[config.mk]
export PLATFORM = sky130hd
export DESIGN_NAME = spi_slave_16
export DESIGN_NICKNAME = d
export VERILOG_FILES = /design/src/rtl/spi_slave_16.sv
export SDC_FILE = /design/constraint.sdc
export NUM_CORES = 1
export LEC_CHECK = 0
export CAP_MARGIN = 10
export CORE_MARGIN = 2
export CORE_UTILIZATION = 52
export CTS_BUF_LIST = sky130_fd_sc_hd__clkbuf_8
export DETAILED_ROUTE_END_ITERATION = 10
export GPL_TIMING_DRIVEN = 0
export PLACE_DENSITY = 0.83
export RECOVER_POWER = 50
export SYNTH_ARGS = -nofsm -noshare
export SYNTH_HDL_FRONTEND = slang
export SYNTH_SLANG_ARGS = --single-unit
[constraint.sdc]
create_clock -name clk -period 2.5 [get_ports clk]
set_input_delay 0.5 -clock clk [delete_from_list [all_inputs] [get_ports clk]]
set_output_delay 0.5 -clock clk [all_outputs]
set_load 0.05 [all_outputs]
[src/rtl/spi_slave_16.sv]
// spi_slave_16: 16-bit CPOL=0 / CPHA=0 SPI responder.
// spi_sclk, spi_cs_l and mosi are oversampled on clk through an optional
// synchroniser. Each frame shifts one MOSI word in and a preloaded MISO word
// out. The received word is presented with a one-cycle rx_valid strobe.
// Optional feature macro: SPI_SLAVE_MISO_TRISTATE_EN. When it is defined,
// miso is released to high-Z while chip select is high or the slave is idle.
module spi_slave_16 #(
  parameter int unsigned SYNC_STAGES = 2
) (
  input  logic        clk,
  input  logic        reset,
  input  logic        spi_cs_l,
  input  logic        spi_sclk,
  input  logic        mosi,
  output logic        miso,
  input  logic [15:0] tx_data,
  input  logic        tx_load,
  output logic [15:0] rx_data,
  output logic        rx_valid,
  output logic        frame_err,
  output logic        busy
);

  localparam int unsigned DATA_W  = 16;
  localparam int unsigned CNT_W   = 5;
  localparam int unsigned FLUSH_W = (SYNC_STAGES > 0) ? $clog2(SYNC_STAGES + 1) : 1;

  typedef enum logic [1:0] {
    ST_IDLE   = 2'd0,
    ST_ACTIVE = 2'd1,
    ST_DONE   = 2'd2
  } state_e;

  // Synchronised pin samples
  logic cs_s;
  logic sclk_s;
  logic mosi_s;

  generate
    if (SYNC_STAGES == 0) begin : g_bypass
      // Master shares clk: its outputs are already registered in this domain
      assign cs_s   = spi_cs_l;
      assign sclk_s = spi_sclk;
      assign mosi_s = mosi;
    end else begin : g_sync
      logic [SYNC_STAGES-1:0] cs_sync_q;
      logic [SYNC_STAGES-1:0] sclk_sync_q;
      logic [SYNC_STAGES-1:0] mosi_sync_q;

      // Multi-flop synchroniser chains; CS resets to its inactive (high) level
      always_ff @(posedge clk or posedge reset) begin
        if (reset) begin
          cs_sync_q   <= '1;
          sclk_sync_q <= '0;
          mosi_sync_q <= '0;
        end else begin
          cs_sync_q[0]   <= spi_cs_l;
          sclk_sync_q[0] <= spi_sclk;
          mosi_sync_q[0] <= mosi;
          for (int unsigned i = 1; i < SYNC_STAGES; i++) begin
            cs_sync_q[i]   <= cs_sync_q[i-1];
            sclk_sync_q[i] <= sclk_sync_q[i-1];
            mosi_sync_q[i] <= mosi_sync_q[i-1];
          end
        end
      end

      assign cs_s   = cs_sync_q[SYNC_STAGES-1];
      assign sclk_s = sclk_sync_q[SYNC_STAGES-1];
      assign mosi_s = mosi_sync_q[SYNC_STAGES-1];
    end
  endgenerate

  // After reset the synchroniser still holds its reset value (CS high) for
  // SYNC_STAGES cycles. Those samples must not count as "CS seen high",
  // otherwise a CS held low through reset would look like a fresh frame.
  logic [FLUSH_W-1:0] flush_cnt_q;
  logic               flush_done;

  assign flush_done = (flush_cnt_q == FLUSH_W'(SYNC_STAGES));

  // Count the synchroniser flush after reset release
  always_ff @(posedge clk or posedge reset) begin
    if (reset) begin
      flush_cnt_q <= '0;
    end else if (!flush_done) begin
      flush_cnt_q <= flush_cnt_q + FLUSH_W'(1);
    end
  end

  // Previous-sample registers for edge detection
  logic cs_prev_q;
  logic sclk_prev_q;

  // One-cycle history of synced CS and SCLK
  always_ff @(posedge clk or posedge reset) begin
    if (reset) begin
      cs_prev_q   <= 1'b0;
      sclk_prev_q <= 1'b0;
    end else begin
      cs_prev_q   <= flush_done ? cs_s : 1'b0;
      sclk_prev_q <= sclk_s;
    end
  end

  logic cs_fall;
  logic cs_rise;
  logic sclk_rise;
  logic sclk_fall;

  assign cs_fall   = cs_prev_q & ~cs_s;
  assign cs_rise   = ~cs_prev_q & cs_s & flush_done;
  assign sclk_rise = ~sclk_prev_q & sclk_s;
  assign sclk_fall = sclk_prev_q & ~sclk_s;

  // State and datapath registers
  state_e            state_q,    state_d;
  logic [DATA_W-1:0] tx_buf_q,   tx_buf_d;
  logic [DATA_W-1:0] tx_sh_q,    tx_sh_d;
  logic [DATA_W-1:0] rx_sh_q,    rx_sh_d;
  logic [CNT_W-1:0]  bit_cnt_q,  bit_cnt_d;
  logic              miso_q,     miso_d;
  logic [DATA_W-1:0] rx_data_q,  rx_data_d;
  logic              rx_valid_q, rx_valid_d;
  logic              frame_err_q, frame_err_d;
  logic              busy_q,     busy_d;

  // Helper terms for the datapath
  logic [DATA_W-1:0] tx_word;
  logic [DATA_W-1:0] rx_word;
  logic [CNT_W-1:0]  cnt_inc;
  logic              last_rise;
  logic              cnt_open;

  // A tx_load coinciding with the CS fall supplies the word for this frame
  assign tx_word   = tx_load ? tx_data : tx_buf_q;
  assign rx_word   = (rx_sh_q << 1) | DATA_W'(mosi_s);
  assign cnt_open  = (bit_cnt_q < CNT_W'(DATA_W));
  assign cnt_inc   = cnt_open ? (bit_cnt_q + CNT_W'(1)) : bit_cnt_q;
  assign last_rise = (bit_cnt_q == CNT_W'(DATA_W - 1));

  // State register
  always_ff @(posedge clk or posedge reset) begin
    if (reset) begin
      state_q <= ST_IDLE;
    end else begin
      state_q <= state_d;
    end
  end

  // Next-state logic; a CS rise takes priority over any sclk edge
  always_comb begin
    state_d = state_q;
    unique case (state_q)
      ST_IDLE: begin
        if (cs_fall) begin
          state_d = ST_ACTIVE;
        end
      end
      ST_ACTIVE: begin
        if (cs_rise) begin
          state_d = ST_IDLE;
        end else if (sclk_rise && last_rise) begin
          state_d = ST_DONE;
        end
      end
      ST_DONE: begin
        if (cs_rise) begin
          state_d = ST_IDLE;
        end
      end
      default: state_d = ST_IDLE;
    endcase
  end

  // Datapath and output next values
  always_comb begin
    tx_buf_d    = tx_load ? tx_data : tx_buf_q;
    tx_sh_d     = tx_sh_q;
    rx_sh_d     = rx_sh_q;
    bit_cnt_d   = bit_cnt_q;
    miso_d      = miso_q;
    rx_data_d   = rx_data_q;
    rx_valid_d  = 1'b0;
    frame_err_d = 1'b0;
    busy_d      = (state_d != ST_IDLE);
    unique case (state_q)
      ST_IDLE: begin
        if (cs_fall) begin
          tx_sh_d   = tx_word;
          miso_d    = tx_word[DATA_W-1];
          bit_cnt_d = '0;
          rx_sh_d   = '0;
        end
      end
      ST_ACTIVE: begin
        if (cs_rise) begin
          frame_err_d = cnt_open;
        end else if (sclk_rise) begin
          rx_sh_d   = rx_word;
          bit_cnt_d = cnt_inc;
          if (last_rise) begin
            rx_data_d  = rx_word;
            rx_valid_d = 1'b1;
          end
        end else if (sclk_fall && cnt_open) begin
          tx_sh_d = tx_sh_q << 1;
          miso_d  = tx_sh_q[DATA_W-2];
        end
      end
      default: begin
        // DONE: sclk edges ignored, miso holds
      end
    endcase
  end

  // Datapath and output registers
  always_ff @(posedge clk or posedge reset) begin
    if (reset) begin
      tx_buf_q    <= '0;
      tx_sh_q     <= '0;
      rx_sh_q     <= '0;
      bit_cnt_q   <= '0;
      miso_q      <= 1'b0;
      rx_data_q   <= '0;
      rx_valid_q  <= 1'b0;
      frame_err_q <= 1'b0;
      busy_q      <= 1'b0;
    end else begin
      tx_buf_q    <= tx_buf_d;
      tx_sh_q     <= tx_sh_d;
      rx_sh_q     <= rx_sh_d;
      bit_cnt_q   <= bit_cnt_d;
      miso_q      <= miso_d;
      rx_data_q   <= rx_data_d;
      rx_valid_q  <= rx_valid_d;
      frame_err_q <= frame_err_d;
      busy_q      <= busy_d;
    end
  end

`ifdef SPI_SLAVE_MISO_TRISTATE_EN
  // Release the shared MISO line whenever this slave is not selected
  assign miso = (cs_s || (state_q == ST_IDLE)) ? 1'bz : miso_q;
`else
  assign miso = miso_q;
`endif

  assign rx_data   = rx_data_q;
  assign rx_valid  = rx_valid_q;
  assign frame_err = frame_err_q;
  assign busy      = busy_q;

endmodule

==> results.tsv <==
metric	value	unit
gp_congestion	0.761	
synth_compound_area_frac	0.0393	
worstPathMaxFanout	10	
period_needed	2.15	ns
post_cts_resized	0	
synth_adder_area_share	0.0108	
ant_nets	0	
io_pins	42	
postCtsSetupBuffers	0	
h-tree-depth	3	
clock_power_share	0.300	
crit_path_start_kind	flip-flop	
tightest_slew	1.82	ns
finalSetupViolCount	0	
place_hpwl	4.04	mm
r2r_cells	8	
synth_area_per_cell	13.0	um^2
slew_headroom	-0.222	
drt_wl_total	5.72	mm
cts_buffers	9	
hp-class	reg -> reg	
layout-drive-gt1-share	0.142	
cts_tree	yes	
drt_first_pass_iters	7	
die_h	85.7	um
die_area	0.00735	mm^2
cap_violations	1	
path_class	reg -> reg	
core-area	0.00642	mm^2
die_w	85.7	um
grt_pass1_vias	2232	
pwr-share-comb	0.184	
area_growth	20.4	%
synth_nets	293	
clock_latency	0.36	ns
synth-seq-cells	83	
setup_tns	0	ns
root_buffer	clkbuf_8	
min_to	g_sync.mosi_sync_q[1]$_DFF_PP0_	
rsz0062_at_grt	no	
nets	345	
clockBufferDepth	2	
vdd_drop_max	0.616	mV
cts_sinks	83	
finalClockSkew	0.0108	ns
cp.arrival	2.39	ns
drv_slew	41	
regToRegSetupSlack	0.35	ns
seqPwrFrac	0.516	
io_buffers	40	
drt_iter0_markers	86	
fmax	466	MHz
grt.overflow.total	0	
holdCritStartpoint	g_sync.mosi_sync_q[0]$_DFF_PP0_	
viasPerCell	5.29	
ys_types	35	
period_share	0.859	
power_density	754	mW/mm^2
syn_inst	268	
synth_top_family_by_area	multiplexers	
crit_path_end_kind	flip-flop	
hold-worst-slack	0.358	ns
finalWorstSetupSlack	0.353	ns
r2r_start	flush_cnt_q[0]$_DFFE_PP0P_	
run_status	finished, violations left	
track_usage	0.180	
drc	3	
yosys.area_share.simple	0.0637	
antenna_cells	0	
wl_per_cell	14.3	um
seq_area_frac_synth	0.598	
yosys_warnings	0	
core.rowCount	29	
crit_required	2.74	ns
antenna_found_initial	0	
failed_checks	design-rule violations, max-capacitance violations, max-slew violations	
clkTransAtPathRegs	0.08	ns
num_vias	2120	
netlist_area	0.00347	mm^2
initial_utilization	0.541	
r2r_end	rx_sh_q[1]$_DFFE_PP0P_	
net-switching-power	0.000886	W
dp_slack	0.367	ns
switching_share	0.281	
grt_max_degree	44	
ctsHoldBuffers	0	
synthMuxAreaShare	0.233	
synth_xor_area_frac	0.00252	
grt_pass1_wl	10.1	mm
holdPathStages	0	
internal-power	0.00227	W
hold_viol	0	
p_leak	2.01	nW
per-stage QoR:
stage | instance area [um^2] | std cells | utilization | total power, W
floorplan | 3480 | 268 | - | 0.00208
global placement | 3980 | 385 | 0.619 | 0.00222
global route | 4180 | 401 | 0.651 | 0.00334
detailed placement | 4000 | 386 | 0.622 | 0.00225
CTS | 4190 | 401 | 0.652 | 0.00320
finish | 4180 | 401 | 0.651 | 0.00316
cell usage after synthesis (all sizes together):
cell type,number,area share
and2,1,0.0018
and2b,1,0.0025
inv,31,0.033
a21o,1,0.0022
and3b,1,0.0025
o211ai,1,0.0022
clkbuf,2,0.0022
a21oi,5,0.0072
o41ai,1,0.0025
o22ai,1,0.0018
xnor2,1,0.0025
nand2,13,0.015
nor3b,1,0.0022
mux2i,38,0.11
buf,8,0.017
and3,1,0.0018
nand3b,1,0.0022
dfrtp,81,0.58
nand3,2,0.0029
nor2,15,0.016
nand2b,2,0.0036
o21ai,6,0.0086
o21a,2,0.0043
ha,3,0.011
or3b,1,0.0025
dfstp,2,0.015
o31ai,2,0.0043
a22oi,1,0.0061
mux2,38,0.12
nor3,4,0.0090
nor2b,1,0.0018
flip-flops by register name, indices dropped and copies added, names as in the netlist:
name / count
tx_buf_q: 16
cs_prev_q: 1
g_sync.sclk_sync_q: 2
g_sync.mosi_sync_q: 2
miso: 1
sclk_prev_q: 1
g_sync.cs_sync_q: 2
flush_cnt_q: 2
busy: 1
bit_cnt_q: 5
state_q: 2
rx_data: 16
frame_err: 1
rx_valid: 1
rx_sh_q: 15
tx_sh_q: 15
cell families (layout without fill, tap and decap cells):
family | count (synthesis) | count (layout)
flip-flops | 83 | 83
multiplexers | 76 | 76
AND/OR/NAND/NOR | 44 | 44
buffers and inverters | 41 | 97
AO/OA/AOI/OAI | 20 | 20
adder cells (fa/ha/maj) | 3 | 3
XOR/XNOR | 1 | 1
how the worst max path moves through the flow:
stage	from	to	slack, ns
6_report	flush_cnt_q[0]$_DFFE_PP0P_	rx_sh_q[1]$_DFFE_PP0P_	0.35
3_5_place_dp	flush_cnt_q[0]$_DFFE_PP0P_	rx_sh_q[1]$_DFFE_PP0P_	0.37
2_1_floorplan	flush_cnt_q[0]$_DFFE_PP0P_	rx_sh_q[1]$_DFFE_PP0P_	0.62
5_1_grt	flush_cnt_q[0]$_DFFE_PP0P_	rx_sh_q[1]$_DFFE_PP0P_	0.21
4_1_cts	flush_cnt_q[0]$_DFFE_PP0P_	rx_sh_q[1]$_DFFE_PP0P_	0.35
3_3_place_gp	reset	rx_data[0]$_DFFE_PP0P_	0.14
cell usage in the layout (no fill, tap or decap), types with 5 or more instances in the layout:
master / instances
a21oi_1: 5
clkbuf_8: 10
clkdlybuf4s50_1: 36
dfrtp_1: 81
inv_1: 31
mux2_1: 22
mux2_2: 16
mux2i_1: 38
nand2_1: 12
nor2_1: 15
o21ai_0: 6
final cells by class:
class                      instances  area (um^2)
inverter                          31          118
clock buffer                      10          138
timing repair buffer              41          420
multi-input combinational        144         1210
clock inverter                     5         55.1
sequential                        83         2080
fill                             487         2240
tap                               77         96.3
buffer                            10         65.1
critical path, stage by stage (launching register included):
cell	delay (ns)
dfrtp_1	0.40
inv_1	0.06
ha_1	0.26
nand3b_1	0.20
o211ai_1	0.28
a21o_1	0.13
buf_2	0.17
buf_6	0.19
mux2_2	0.34
layer usage:
metal  vias up  wire length [um]  part of all wire  GRT usage
li1       1010                 -                 -          -
met1      1042              2580              0.45      0.232
met2        54              2750              0.48      0.278
met3        14               222             0.039     0.0414
met4         0               165             0.029      0.113
met5         -                 0                 0          0
power groups by stage:
stage	sequential [W]	combinational, W	clock (W)
after floorplan	0.00167	0.000407	0
after global placement	0.00165	0.000569	0
after detailed placement	0.00165	0.000598	0
after CTS	0.00163	0.000600	0.000973
after global routing	0.00165	0.000652	0.00104
final	0.00163	0.000581	0.000947
(Power assumes the default switching activity.)
